[src/rtl/uart_tx_scheduler.sv]
// Two-requester UART transmitter: round-robin grant in IDLE, then one 8N1-style
// frame (start, DBIT data bits LSB first, stop period) paced by the 16x tick.
module uart_tx_scheduler #(
  parameter int DBIT    = 8,
  parameter int TICKS   = 16,
  parameter int SB_TICK = 16
) (
  input  logic            clk,
  input  logic            rst_n,
  input  logic            tick,
  input  logic            req0,
  input  logic [DBIT-1:0] data0,
  input  logic            req1,
  input  logic [DBIT-1:0] data1,
  output logic            ack0,
  output logic            ack1,
  output logic            owner,
  output logic            busy,
  output logic            tx_done,
  output logic            tx
);

  localparam int CW = $clog2((TICKS > SB_TICK) ? TICKS : SB_TICK);
  localparam int BW = (DBIT > 1) ? $clog2(DBIT) : 1;
  localparam logic [CW-1:0] T_LAST = CW'(TICKS - 1);
  localparam logic [CW-1:0] S_LAST = CW'(SB_TICK - 1);
  localparam logic [BW-1:0] B_LAST = BW'(DBIT - 1);

  typedef enum logic [1:0] {
    IDLE  = 2'd0,
    START = 2'd1,
    DATA  = 2'd2,
    STOP  = 2'd3
  } state_t;

  state_t          state_r, state_s;
  logic [CW-1:0]   cnt_r, cnt_s;
  logic [BW-1:0]   bidx_r, bidx_s;
  logic [DBIT-1:0] shift_r, shift_s;
  logic            ptr_r, ptr_s;
  logic            owner_r, owner_s;
  logic            busy_r, busy_s;
  logic            tx_r, tx_s;
  logic            ack0_r, ack0_s;
  logic            ack1_r, ack1_s;
  logic            done_r, done_s;
  logic            pick1_s;

  assign ack0    = ack0_r;
  assign ack1    = ack1_r;
  assign owner   = owner_r;
  assign busy    = busy_r;
  assign tx_done = done_r;
  assign tx      = tx_r;

  // State and output registers; every output is a flop so the TX pin never glitches.
  always_ff @(posedge clk or negedge rst_n) begin
    if (!rst_n) begin
      state_r <= IDLE;
      cnt_r   <= '0;
      bidx_r  <= '0;
      shift_r <= '0;
      ptr_r   <= 1'b0;
      owner_r <= 1'b0;
      busy_r  <= 1'b0;
      tx_r    <= 1'b1;
      ack0_r  <= 1'b0;
      ack1_r  <= 1'b0;
      done_r  <= 1'b0;
    end else begin
      state_r <= state_s;
      cnt_r   <= cnt_s;
      bidx_r  <= bidx_s;
      shift_r <= shift_s;
      ptr_r   <= ptr_s;
      owner_r <= owner_s;
      busy_r  <= busy_s;
      tx_r    <= tx_s;
      ack0_r  <= ack0_s;
      ack1_r  <= ack1_s;
      done_r  <= done_s;
    end
  end

  // Next-state logic; tx_s is the line level for the state being entered.
  always_comb begin
    state_s = state_r;
    cnt_s   = cnt_r;
    bidx_s  = bidx_r;
    shift_s = shift_r;
    ptr_s   = ptr_r;
    owner_s = owner_r;
    busy_s  = busy_r;
    tx_s    = tx_r;
    ack0_s  = 1'b0;
    ack1_s  = 1'b0;
    done_s  = 1'b0;
    // ptr_r = 1 prefers requester 1; a lone requester always wins.
    pick1_s = req1 && (!req0 || ptr_r);
    case (state_r)
      IDLE: begin
        tx_s = 1'b1;
        if (req0 || req1) begin
          if (pick1_s) begin
            shift_s = data1;
            ack1_s  = 1'b1;
            owner_s = 1'b1;
            ptr_s   = 1'b0;
          end else begin
            shift_s = data0;
            ack0_s  = 1'b1;
            owner_s = 1'b0;
            ptr_s   = 1'b1;
          end
          busy_s  = 1'b1;
          cnt_s   = '0;
          tx_s    = 1'b0;
          state_s = START;
        end else begin
          busy_s = 1'b0;
        end
      end
      START: begin
        if (tick) begin
          if (cnt_r == T_LAST) begin
            cnt_s   = '0;
            bidx_s  = '0;
            tx_s    = shift_r[0];
            state_s = DATA;
          end else begin
            cnt_s = cnt_r + 1'b1;
          end
        end else begin
          cnt_s = cnt_r;
        end
      end
      DATA: begin
        if (tick) begin
          if (cnt_r == T_LAST) begin
            cnt_s   = '0;
            shift_s = shift_r >> 1'b1;
            if (bidx_r == B_LAST) begin
              bidx_s  = '0;
              tx_s    = 1'b1;
              state_s = STOP;
            end else begin
              bidx_s = bidx_r + 1'b1;
              tx_s   = shift_s[0];
            end
          end else begin
            cnt_s = cnt_r + 1'b1;
          end
        end else begin
          cnt_s = cnt_r;
        end
      end
      STOP: begin
        if (tick) begin
          if (cnt_r == S_LAST) begin
            cnt_s   = '0;
            tx_s    = 1'b1;
            busy_s  = 1'b0;
            done_s  = 1'b1;
            state_s = IDLE;
          end else begin
            cnt_s = cnt_r + 1'b1;
          end
        end else begin
          cnt_s = cnt_r;
        end
      end
      default: begin
        state_s = IDLE;
        tx_s    = 1'b1;
        busy_s  = 1'b0;
        cnt_s   = '0;
      end
    endcase
  end

endmodule

[config.mk]
export PLATFORM = sky130hd
export DESIGN_NAME = uart_tx_scheduler
export DESIGN_NICKNAME = d
export VERILOG_FILES = /design/src/rtl/uart_tx_scheduler.sv
export SDC_FILE = /design/constraint.sdc
export NUM_CORES = 1
export LEC_CHECK = 0
export BUFFER_PORTS_ARGS = -buffer_cell sky130_fd_sc_hd__buf_4
export CAP_MARGIN = 20
export CORE_ASPECT_RATIO = 1.25
export CORE_MARGIN = 2
export CORE_UTILIZATION = 41
export CTS_CLUSTER_DIAMETER = 30
export DETAILED_ROUTE_END_ITERATION = 10
export GPL_TIMING_DRIVEN = 0
export MAX_ROUTING_LAYER = met4
export PLACE_DENSITY = 0.74
export SYNTH_ARGS = -nofsm -noshare
export SYNTH_HDL_FRONTEND = slang
export SYNTH_SLANG_ARGS = --single-unit
[constraint.sdc]
create_clock -name clk -period 1.6 [get_ports clk]
set_input_delay 0.32 -clock clk [delete_from_list [all_inputs] [get_ports clk]]
set_output_delay 0.32 -clock clk [all_outputs]
set_load 0.01 [all_outputs]
==> metrics <==
outcome finished with violations; failing checks negative setup slack; CP endpoint kind flip-flop; Fmax achieved ~600 MHz; Critical Path RT 1.76 ns; fin crit share 105%; Worst Hold Class primary input to flip-flop; hold wc startpoint req0; Hold Fails Final Rpt 0; layout cells sized above 1 slightly above 40%; initial antenna violation count 0; leading cell type in the layout, fill and taps excluded buf_4; DR iter-0 viols between 50 and 60; Final setup viols 1; CP Max Fanout 4; Reg clk slew, reported paths around 0.080 ns; maximum level of the CTS H-tree 1; CTS Root Cell clkbuf_8; layer with the highest usage met2; Cells after Synth 143; Worst Path Arrival 1.84 ns; Min-Delay Path Depth 3; Tot GR Track Use a little under a fifth; DRC Markers 0; r2r startpoint state_r[0]; clk_lat worst skew about 0.28 ns; Setup WS post-layout -0.0814 ns; area delta synth->final 41.3%; Final Core Density 60.4%; hold endpoint ack0; reg2reg end state_r[1]; Slew Limit Headroom between 70 and 80%; Distinct cells, synth 36; Mean Syn Cell Area around 9.5 µm²; DP Wirelength approximately 2300 µm; Die H between 60 and 70 µm; Buffers & Inverters on Critical Path 1; Worst R2R Path Depth 6; met1 Use GR approximately a fifth; highest-count cells in the layout ignoring fill and taps buf_4, dfrtp_1, nand2_1, o21ai_0; # Max-Cap Violations 0; sequential area share after synthesis 44.1%; CP top delay family simple AND/OR/NAND/NOR gates; ANT cells 0; nets approximately 220; Critical Path Start state_r[0]; CP max stage delay between 0.4 and 0.5 ns; largest net degree at the start of global routing 25; Crit Path Category flip-flop to flip-flop; number of CTS-inserted buffers 3; syn_nets approximately 170; aggregate global routing overflow 0; register area 602 µm²; worst path cell trace inv_2 -> ha_4 -> or3b_4 -> o211ai_4 -> nand2_2 -> mux2_4; GP Congestion about 0.81; starting density of the core a little over two fifths; ys flop type dfrtp_1; slowest CP cell or3b_4; fin. max-slew vios 0; Post-Syn Area ~0.0014 mm²; clock tree sinks 24; Leak 0.896 nW; grt met3 use 1.87%; Top Ports 27; DR vias/cell ~5.8; Pwr Total 3.59 mW; Worst setup SP type flip-flop; TritonCTS clock tree built; min cycle time layout ~1.7 ns; Detailed Routing Iterations Pass 1 4; Final Skew 0.00788 ns; post-synthesis async set-or-reset flop share 100%; synth warn 0; WHS ~0.37 ns; GRT met2 Usage a little over a third; vias in the first global route 1215; number of antenna-violating nets in the routed design 0; DR vias between 1000 and 1500; RSZ-0062 raised after global routing true; Least-Margin Pin Slew between 0.3 and 0.4 ns; Seq cells post-synth 24; Cell Rows 23; multi-input logic area about 850 µm²; Post-synth EDFFs 0; R2R Setup Slk -0.08 ns; die width roughly 56 µm; Fillers between 200 and 300; buffers added on ports 26; Detailed Route WL 3650 µm; Core Region ~0.0032 mm²; die area ~0.0038 mm²; first-pass GRT wire length roughly 5400 µm; worst ir drop on vdd ~1.0 mV; Routed WL per cell roughly 16 µm; largest buffer count on any clock path 2; PD cells approximately 1900 mW/mm²
-- worst min-delay path, stage by stage --
cell,delay [ns]
buf_4,0.14
nand2_1,0.08
a21oi_1,0.06
-- power by group --
part | leakage (nW) | internal (mW) | switching (mW)
clock | 0.0288 | 0.220 | 0.212
combinational | 0.562 | 1.06 | 1.07
sequential | 0.305 | 0.850 | 0.177
-- registers in the layout, summed over array words and instances, names as in the netlist --
| register | count |
|---|---|
| shift_r | 8 |
| busy | 1 |
| state_r | 2 |
| ack1 | 1 |
| owner | 1 |
| tx | 1 |
| tx_done | 1 |
| bidx_r | 3 |
| ack0 | 1 |
| cnt_r | 4 |
| ptr_r | 1 |
-- synth_stat cells (all sizes together) (2+ instances only) --
| cell type | n | share of area, % |
|---|---|---|
| a211oi | 7 | 3.8 |
| a21oi | 5 | 1.8 |
| a31oi | 3 | 1.4 |
| a32o | 2 | 1.5 |
| and2b | 2 | 1.3 |
| and3 | 8 | 3.7 |
| clkbuf | 5 | 1.5 |
| dfrtp | 23 | 42 |
| ha | 8 | 7.3 |
| inv | 4 | 1.1 |
| nand2 | 22 | 6.0 |
| nand3 | 2 | 0.73 |
| nor2 | 10 | 2.8 |
| o211ai | 2 | 1.5 |
| o21ai | 15 | 5.5 |
| o31ai | 8 | 5.5 |
-- layout make-up --
cell class,instances,share of cell area (%)
multi-input cells,109,44.2
flip-flops and latches,24,31.2
clock buffers,4,2.85
well taps,37,2.40
plain buffers,4,1.62
inverters,4,0.778
repair buffers,43,16.9
-- how the worst max path moves through the flow --
stage | cells after the start | endpoint
2_1_floorplan | 6 | state_r[1]
3_3_place_gp | 7 | shift_r[6]
3_5_place_dp | 7 | shift_r[1]
4_1_cts | 6 | state_r[1]
5_1_grt | 6 | state_r[1]
6_report | 6 | state_r[1]
-- logic make-up after synthesis --
kind of cell / Yosys count / synth area share [%]
simple gates: 52 / 19.6
flops: 24 / 44.1
buf+inv: 10 / 3.39
fa+ha+maj: 8 / 7.33
mux: 1 / 0.825
compound gates: 48 / 24.7
-- layer usage --
metal,vias up,wire [µm]
li1,617,-
met1,627,1470
met2,43,1950
met3,8,158
met4,0,71
met5,-,0
-- metrics by stage --
stage / instance area [µm²] / cells / setup TNS [ns] / setup slack (ns)
after floorplan: 1380 / 143 / -0.0334 / -0.0334
after global placement: 1620 / 206 / -1.09 / -0.126
after detailed placement: 1620 / 206 / -1.62 / -0.190
after CTS: 1770 / 219 / -0.0367 / -0.0367
after global routing: 1930 / 225 / -0.383 / -0.137
final: 1930 / 225 / -0.0814 / -0.0814
-- repair_timing --
item,4_1_cts,5_1_grt
pin swaps,4,9
endpoints found under the hold margin,23,0
hold buffers,1,0
setup buffers,10,5
resized for setup,5,26
gates cloned,0,1
endpoints found under the setup margin,11,13
No activity file was read; power rests on OpenSTA's default activity.
